===== src/rtl/sseg_bcd_scan_if.sv =====
// Display bundle for sseg_bcd_scan: value/dp requests in, scanned digit pins and busy out.
// With SSEG_BLINK_EN defined the bundle also carries the per-digit blink_mask.
interface sseg_bcd_scan_if #(
  parameter int DIGITS = 4,
  parameter int VAL_W  = 14
);
  logic [VAL_W-1:0]  value;
  logic [DIGITS-1:0] dp_in;
  logic [DIGITS-1:0] an;
  logic [6:0]        sseg;
  logic              dp;
  logic              busy;
`ifdef SSEG_BLINK_EN
  logic [DIGITS-1:0] blink_mask;

  modport master (output value, dp_in, blink_mask, input an, sseg, dp, busy);
  modport slave  (input value, dp_in, blink_mask, output an, sseg, dp, busy);
`else
  modport master (output value, dp_in, input an, sseg, dp, busy);
  modport slave  (input value, dp_in, output an, sseg, dp, busy);
`endif
endinterface


===== src/rtl/sseg_bcd_scan.sv =====
// Multiplexed common-anode 7-segment driver with sequential binary-to-BCD conversion.
// Optional digit blinking is compiled in with `define SSEG_BLINK_EN.
//
// state   | meaning
// S_IDLE  | compare value against last converted value, start conversion on change
// S_CONV  | VAL_W shift-add-3 steps on {bcd, bin}
// S_LATCH | copy BCD digits to display regs, update overflow flag
module sseg_bcd_scan #(
  parameter int DIGITS = 4,
  parameter int VAL_W  = 14,
  parameter int DIV_W  = 16,
  parameter int LZB    = 1
`ifdef SSEG_BLINK_EN
  , parameter int BLINK_W = 24
`endif
) (
  input logic            clk,
  input logic            rst,
  sseg_bcd_scan_if.slave bus
);

  // ceil(VAL_W*log10(2) + 1) decimal digits, never fewer than the digits shown
  localparam int BCD_CALC = (VAL_W * 30103 + 199999) / 100000;
  localparam int BCD_N    = (BCD_CALC > DIGITS) ? BCD_CALC : DIGITS;
  localparam int BCD_W    = 4 * BCD_N;
  localparam int CNT_W    = $clog2(VAL_W + 1);
  localparam int IDX_W    = (DIGITS > 1) ? $clog2(DIGITS) : 1;

  typedef enum logic [1:0] {S_IDLE, S_CONV, S_LATCH} state_t;

  state_t              state;
  logic                start_pending;
  logic [VAL_W-1:0]    last_val;
  logic [VAL_W-1:0]    bin;
  logic [BCD_W-1:0]    bcd;
  logic [BCD_W-1:0]    bcd_adj;
  logic [BCD_W+VAL_W-1:0] sh;
  logic [CNT_W-1:0]    cnt;
  logic                busy_q;
  logic [4*DIGITS-1:0] disp;
  logic                ovf;
  logic                ovf_next;

  logic [DIV_W-1:0]    presc;
  logic [IDX_W-1:0]    idx;
  logic [DIGITS-1:0]   blank;
  logic                zero_run;
  logic [3:0]          cur_nib;
  logic [6:0]          seg_next;
  logic [DIGITS-1:0]   an_next;
  logic                dp_next;
  logic [DIGITS-1:0]   an_q;
  logic [6:0]          sseg_q;
  logic                dp_q;

  function automatic logic [6:0] seg_of(input logic [3:0] nib);
    case (nib)
      4'd0:    seg_of = 7'b1000000;
      4'd1:    seg_of = 7'b1111001;
      4'd2:    seg_of = 7'b0100100;
      4'd3:    seg_of = 7'b0110000;
      4'd4:    seg_of = 7'b0011001;
      4'd5:    seg_of = 7'b0010010;
      4'd6:    seg_of = 7'b0000010;
      4'd7:    seg_of = 7'b1111000;
      4'd8:    seg_of = 7'b0000000;
      4'd9:    seg_of = 7'b0010000;
      default: seg_of = 7'b1111111;
    endcase
  endfunction

  always_comb begin
    bcd_adj = bcd;
    for (int i = 0; i < BCD_N; i++) begin
      if (bcd[4*i +: 4] >= 4'd5) bcd_adj[4*i +: 4] = bcd[4*i +: 4] + 4'd3;
    end
    sh = {bcd_adj, bin} << 1;
  end

  always_comb begin
    ovf_next = 1'b0;
    for (int i = DIGITS; i < BCD_N; i++) begin
      ovf_next = ovf_next | (bcd[4*i +: 4] != 4'd0);
    end
  end

  always_ff @(posedge clk) begin
    if (rst) begin
      state         <= S_IDLE;
      start_pending <= 1'b1;
      last_val      <= '0;
      bin           <= '0;
      bcd           <= '0;
      cnt           <= '0;
      busy_q        <= 1'b0;
      disp          <= '0;
      ovf           <= 1'b0;
    end else begin
      case (state)
        S_IDLE: begin
          if (start_pending || (bus.value != last_val)) begin
            bin           <= bus.value;
            last_val      <= bus.value;
            bcd           <= '0;
            cnt           <= CNT_W'(VAL_W);
            start_pending <= 1'b0;
            busy_q        <= 1'b1;
            state         <= S_CONV;
          end
        end
        S_CONV: begin
          bcd <= sh[BCD_W+VAL_W-1:VAL_W];
          bin <= sh[VAL_W-1:0];
          cnt <= cnt - 1'b1;
          if (cnt == CNT_W'(1)) begin
            busy_q <= 1'b0;
            state  <= S_LATCH;
          end
        end
        S_LATCH: begin
          disp  <= bcd[4*DIGITS-1:0];
          ovf   <= ovf_next;
          state <= S_IDLE;
        end
        default: state <= S_IDLE;
      endcase
    end
  end

  always_ff @(posedge clk) begin
    if (rst) begin
      presc <= '0;
      idx   <= '0;
    end else begin
      presc <= presc + 1'b1;
      if (presc == '1) idx <= (idx == IDX_W'(DIGITS - 1)) ? '0 : idx + 1'b1;
    end
  end

`ifdef SSEG_BLINK_EN
  logic [BLINK_W-1:0] blink_cnt;

  always_ff @(posedge clk) begin
    if (rst) blink_cnt <= '0;
    else     blink_cnt <= blink_cnt + 1'b1;
  end
`endif

  // a digit above 0 is blanked when it and every higher digit are zero
  always_comb begin
    blank    = '0;
    zero_run = 1'b1;
    for (int k = DIGITS - 1; k >= 1; k--) begin
      zero_run = zero_run & (disp[4*k +: 4] == 4'd0);
      blank[k] = zero_run & (LZB != 0);
    end
  end

  always_comb begin
    cur_nib = disp[{idx, 2'b00} +: 4];
    if (ovf)             seg_next = 7'b0111111;
    else if (blank[idx]) seg_next = 7'b1111111;
    else                 seg_next = seg_of(cur_nib);
    an_next = ~(DIGITS'(1) << idx);
    dp_next = ~bus.dp_in[idx];
`ifdef SSEG_BLINK_EN
    if (blink_cnt[BLINK_W-1] && bus.blink_mask[idx]) begin
      an_next = '1;
      dp_next = 1'b1;
    end
`endif
  end

  always_ff @(posedge clk) begin
    if (rst) begin
      an_q   <= '1;
      sseg_q <= 7'b1111111;
      dp_q   <= 1'b1;
    end else begin
      an_q   <= an_next;
      sseg_q <= seg_next;
      dp_q   <= dp_next;
    end
  end

  assign bus.an   = an_q;
  assign bus.sseg = sseg_q;
  assign bus.dp   = dp_q;
  assign bus.busy = busy_q;

endmodule


===== src/flat_wrapper.sv =====
// flat-port wrapper written by rule: the top's interface ports become plain ports
module sseg_bcd_scan_flat 
#(
  parameter int DIGITS = 4,
  parameter int VAL_W  = 14,
  parameter int DIV_W  = 16,
  parameter int LZB    = 1

)
  (clk, rst, bus_value, bus_dp_in, bus_an, bus_sseg, bus_dp, bus_busy);
  sseg_bcd_scan_if #(.DIGITS(DIGITS), .VAL_W(VAL_W)) bus_i ();
  input logic clk;
  input logic rst;
  input wire logic [$bits(bus_i.value)-1:0] bus_value;
  input wire logic [$bits(bus_i.dp_in)-1:0] bus_dp_in;
  output wire logic [$bits(bus_i.an)-1:0] bus_an;
  output wire logic [$bits(bus_i.sseg)-1:0] bus_sseg;
  output wire logic [$bits(bus_i.dp)-1:0] bus_dp;
  output wire logic [$bits(bus_i.busy)-1:0] bus_busy;
  assign bus_i.value = bus_value;
  assign bus_i.dp_in = bus_dp_in;
  assign bus_an = bus_i.an;
  assign bus_sseg = bus_i.sseg;
  assign bus_dp = bus_i.dp;
  assign bus_busy = bus_i.busy;
  sseg_bcd_scan #(.DIGITS(DIGITS), .VAL_W(VAL_W), .DIV_W(DIV_W), .LZB(LZB)) u_core (.clk(clk), .rst(rst), .bus(bus_i));
endmodule

===== config.mk =====
export PLATFORM = sky130hd
export DESIGN_NAME = sseg_bcd_scan_flat
export DESIGN_NICKNAME = d
export VERILOG_FILES = /design/src/rtl/sseg_bcd_scan_if.sv /design/src/rtl/sseg_bcd_scan.sv /design/src/flat_wrapper.sv
export SDC_FILE = /design/constraint.sdc
export NUM_CORES = 1
export LEC_CHECK = 0
export ABC_CLOCK_PERIOD_IN_PS = 3550
export CORE_ASPECT_RATIO = 1.4
export CORE_UTILIZATION = 63
export CTS_CLUSTER_SIZE = 20
export DETAILED_ROUTE_END_ITERATION = 12
export MAX_ROUTING_LAYER = met4
export PLACE_DENSITY_LB_ADDON = 0.05
export RECOVER_POWER = 25
export SLEW_MARGIN = 30
export SYNTH_ARGS = -nofsm -noshare
export SYNTH_HDL_FRONTEND = slang
export SYNTH_SLANG_ARGS = --single-unit

===== constraint.sdc =====
create_clock -name clk -period 3.55 [get_ports clk]
set_clock_uncertainty 0.05 [all_clocks]
set_input_delay 0.5325 -clock clk [delete_from_list [all_inputs] [get_ports clk]]
set_output_delay 0.5325 -clock clk [all_outputs]
set_load 0.005 [all_outputs]

# Yosys cells after proc, flatten, opt, wreduce, memory -nomap -nowiden
# Memory sizes are Yosys's and may differ from the RTL's.
# Cells that the tools add are included.
# op_classes
reduce_logical,13
order_cmp,7
n_eq_ne,8
n_addsub,9
n_bitwise,5
mux,25
n_shift,2
# op_table
operator,count
$pmux 24 s2,1
$pmux 14 s2,1
$ge 4x3->1 const B,6
$mux 24,1
$mux 4,6
$add 4x2->4 const B,5
$add 16x1->16 const B,1
$eq 16x16->1 const B,1
$shiftx 16x5->4,1
$mux 14,1
$mux 7,2
$ne 14x14->1,1
$logic_not 4->1,3
$pmux 4 s2,1
$reduce_bool 4->1,2
$mux 2,3
$reduce_and 2->1,3
$bmux 1 s2,2
$eq 2x2->1 const B,2
$eq 4x1->1 const B,1
$mux 1,4
$ne 2x1->1 const B,2
$not 4->4,1
$pmux 2 s2,1
16 further kinds,17
# word_totals
memories,1
out_inout_bits,13
input_bits,20
romBits,112
reg_bits,107
# memory_table
memory,depth,width,rd,rd_clocked_by_memory_dff,wr,line_no,text
(no name shown),16,7,1,0,0,sseg_bcd_scan.sv:57,case (nib)

# Logic depth before layout (Yosys ltp)
# depth
depth_word,7
mapped_depth,8

# Worst setup path before layout
# No wires, ideal clock.
# synth_timing
kind,register to register
start,register u_core.idx[0]
end,register u_core.sseg_q[4] (netlist: u_core.bus.sseg[4])
required_ns,3.383
t_arrival_ns,1.663
setup_ns,0.117
path_buffers,1
path_slack_ns,1.720
period_less_slack_ns,1.830
path_stages_with_launch,8
cell_sequence,dfxtp_1 -> buf_2 -> mux4_2 -> inv_1 -> ha_1 -> a21oi_1 -> o21ai_0 -> nand2b_1
# synth_via
elab_chain_cells,3
# synth_lines
element,line_no,text
from (decl),sseg_bcd_scan.sv:45,logic [IDX_W-1:0] idx;
from (signal assigned),sseg_bcd_scan.sv:136,if (presc == '1) idx <= (idx == IDX_W'(DIGITS - 1)) ? '0 : idx + 1'b1;
"parallel branches: the longest is 3 deep, another holds $mem_v2 16x7",n/a,
to (signal assigned),sseg_bcd_scan.sv:181,sseg_q <= seg_next;
to (decl),sseg_bcd_scan.sv:53,logic [6:0] sseg_q;
# Several ways; the timed one is not identified. The select of a mux whose other input is x is not followed.
# A chain may end at the register's enable or synchronous reset.

# Worst setup path after layout
# layout_timing
start,input port rst
end,register u_core.presc[6]
# layout_rtl
element,line_no,text
from (decl),flat_wrapper.sv:13,input logic rst;
to (signal assigned),sseg_bcd_scan.sv:135,presc <= presc + 1'b1;
to (decl),sseg_bcd_scan.sv:44,logic [DIV_W-1:0] presc;
# No word-level cell between the ends.

==> results by group <==
Clock tree
  – Clock sinks: ~110
  – CTS H-tree depth: 3
  – Clk root buf: clkbuf_8
  – Max clock buf depth: 2
  – CTS tree: yes
  – Total CTS buffers: 9
  – # Post-CTS Setup Buffers: 0
  – CTS Hold Buffers Added: 0
  – Clock-pin slew on the worst setup and hold paths: about 100 ps
  – Worst-Skew Late Latency: around 370 ps
  – Post_cts resized: 0

STA
  – Ratio of final minimum period to clock period: between 70% and 80%
  – Worst-Margin Slew: between 1500 and 2000 ps
  – Fmax: 371 MHz
  – Relative max-transition margin: -1.61%
  – RSZ-0062 raised after global routing: no
  – # setup viols final: 0
  – Final Hold Fails: 0
  – Crit path time final: roughly 2700 ps
  – Max-slew violation count: 37
  – Setup TNS: 0 ps

Final layout
  – Most common cell after layout, fill and taps aside: nand2_1
  – Final core utilization: between 70 and 80%
  – Synthesis-to-finish area growth: 11.1%
  – Fin nets: ~650
  – Antenna fix cells: 0
  – Non-filler instance count after layout: between 700 and 800
  – Share of cells above drive strength 1: slightly above 6%
  – Commonest non-fill, non-tap cells in the layout: nand2_1 (109), dfxtp_1 (107), a21oi_1 (59), nor2_1 (36), nand3_1 (28)

Power
  – Leak: 1.99 nW
  – Net Sw Frac: about a quarter
  – P_int: around 0.0017 W
  – Sequential power share: roughly 56%
  – Peak supply drop: around 0.00033 V
  – Clock network power share: around 35%
  – Gate power share: slightly above 9%
  – P_sw: 0.000562 W
  – PwrDens: just over 400 mW/mm²

Routing
  – DR iter-0 viols: about 190
  – Avg WL per Cell: between 10 and 15 µm
  – Post-DRT Antenna Nets: 0
  – Detailed-route DRC error count: 0
  – Vias per std cell: 5.56
  – Total Wirelength: roughly 9600 µm
  – Via Count: between 3000 and 4000
  – First-pass iteration count of the detailed router: 4

Logic synthesis
  – Post-synthesis cell count: just under 600
  – Syn Area/Cell: 8.57 µm²
  – Main synth FF type: dfxtp_1
  – YS warnings: 0
  – #FFs+latches synth: ~110
  – Post-synth EDFFs: 0
  – Sequential area share after synthesis: between 40% and 50%
  – Async S/R FF share, synth: 0%
  – Yosys cell types: 44
  – Synthesized cell area: approximately 0.0050 mm²
  – Net Count, Synth: around 630

Floorplanning
  – Die area: 0.00828 mm²
  – CORE AREA: roughly 0.0077 mm²
  – Die width: ~77 µm
  – Ports: 33
  – FP Rows: 38
  – Die height: approximately 110 µm
  – Initial Util: ~65%

Run status
  – Failing checks: max-capacitance violations, max-slew violations
  – Outcome: complete, but fails checks

Global route
  – GRT Total Usage: between 20% and 30%
  – Largest net degree at the start of global routing: 37
  – Grt total ovfl: 0
  – Initial antenna violation count: 0
  – Number of global-route vias before repair: about 3800
  – First-pass GRT wire length: between 15000 and 20000 µm

Worst setup path
  – Req. time, crit path: around 3700 ps
  – Worst Setup Start Kind: input port
  – Crit Path Max Fanout: 36
  – Slowest CP cell: clkbuf_1
  – CP Capture Type: register
  – Critical path's largest stage delay: ~1100 ps
  – Cell breakdown of the critical path: clkbuf_1, clkbuf_1, nor2_1
  – Critical path class: in -> reg
  – CP arrival: 2860 ps
  – Critical Path Most Common Cell: clkbuf_1

Run
  – Number of max-cap violations: 1

Placement
  – Dpl cells: 690
  – Final Wtd Congestion: between 0.8 and 0.9
  – Detailed placement HPWL: 6790 µm
  – IO Port Bufs: 32

Min path
  – Hold WC Path Type: reg -> reg
==> cell usage after synthesis (2+ instances only) <==
cell type	n	area [µm²]
clkbuf_1	23	86.3
a21oi_1	59	295
nand2_1	109	409
o21ai_0	22	110
nor2_1	35	131
or3_1	2	12.5
inv_1	21	78.8
buf_2	3	15.0
nand3b_1	7	52.6
nand3_1	28	140
nand2b_1	14	87.6
mux2i_1	3	30.0
a22oi_1	5	37.5
nor3_1	3	15.0
xnor2_1	13	114
o21a_1	2	15.0
buf_6	2	22.5
o21ai_1	4	20.0
nor2_2	2	12.5
nor2b_1	4	25.0
ha_1	26	325
nor4_1	2	12.5
a31oi_1	16	100
mux4_2	5	113
buf_4	3	22.5
a22o_1	12	105
nand4_1	3	18.8
dfxtp_1	107	2140
nor4_4	3	63.8
and3_1	4	25.0
xor2_1	27	236
==> metrics by stage <==
stage	power (W)	hold WS, ps	worst slack (ps)	area, µm²
after CTS	0.00229	424	1010	5550
after detailed placement	0.00152	409	644	5340
after global routing	0.00236	437	566	5540
final	0.00227	422	855	5540
after global placement	0.00151	403	717	5340
after floorplan	0.00144	383	1720	4990
==> power by group through the flow <==
stage	clock network, W	logic [W]	registers [W]
after floorplan	0	0.000147	0.00129
after global placement	0	0.000205	0.00130
after detailed placement	0	0.000212	0.00130
after CTS	0.000797	0.000213	0.00128
after global routing	0.000847	0.000233	0.00128
final	0.000781	0.000208	0.00128
==> area by class of cell <==
| class | count | area [µm²] |
|---|---|---|
| inverters | 21 | 78.8 |
| multi-input cells | 422 | 2620 |
| clock buffers | 12 | 155 |
| well taps | 100 | 125 |
| clock inverters | 4 | 55.1 |
| flip-flops and latches | 107 | 2140 |
| repair buffers | 40 | 370 |
| fillers | 670 | 2160 |
==> final timing paths <==
| path | startpoint | endpoint | depth (start not counted) | slack (ps) |
|---|---|---|---|---|
| max | rst | u_core.presc[6] | 3 | 860 |
| min | u_core.disp[10] | u_core.disp[10] | 2 | 420 |
| min reg2reg | u_core.disp[10] | u_core.disp[10] | 2 | 420 |
| max reg2reg | u_core.state[0] | u_core.bcd[5] | 4 | 1260 |
==> worst max-delay path: cells and delay by family <==
kind / cells / cell delay, ps
AND/OR/NAND/NOR: 1 / 120
buffers and inverters: 2 / 2190
==> flip-flops by register name (all words and copies together), names as in the netlist <==
register,count
u_core.bus.busy,1
u_core.bcd,24
u_core.idx,2
u_core.bus.dp,1
u_core.bus.sseg,7
u_core.ovf,1
u_core.start_pending,1
u_core.presc,16
u_core.disp,16
u_core.cnt,4
u_core.bin,14
u_core.bus.an,4
u_core.last_val,14
u_core.state,2
==> logic make-up after synthesis <==
family / after synthesis / synth area share, %
AOI/OAI and AO/OA: 126 / 14.7
xor gates and xnor gates: 40 / 7.03
adders and majority gates: 26 / 6.52
buffers and inverters: 53 / 4.59
DFF: 107 / 43.0
muxes: 8 / 2.86
and+or+nand+nor: 222 / 21.3
==> layer usage <==
metal | share of wire [%] | up-vias | wire length [µm] | track usage [%]
li1 | - | 2011 | - | -
met1 | 42 | 1838 | 4010 | 26.9
met2 | 53 | 54 | 5060 | 45.8
met3 | 2.1 | 23 | 200 | 2.37
met4 | 2.9 | 0 | 280 | 13.1
met5 | 0 | - | 0 | -
No activity file was read; power rests on OpenSTA's default activity.
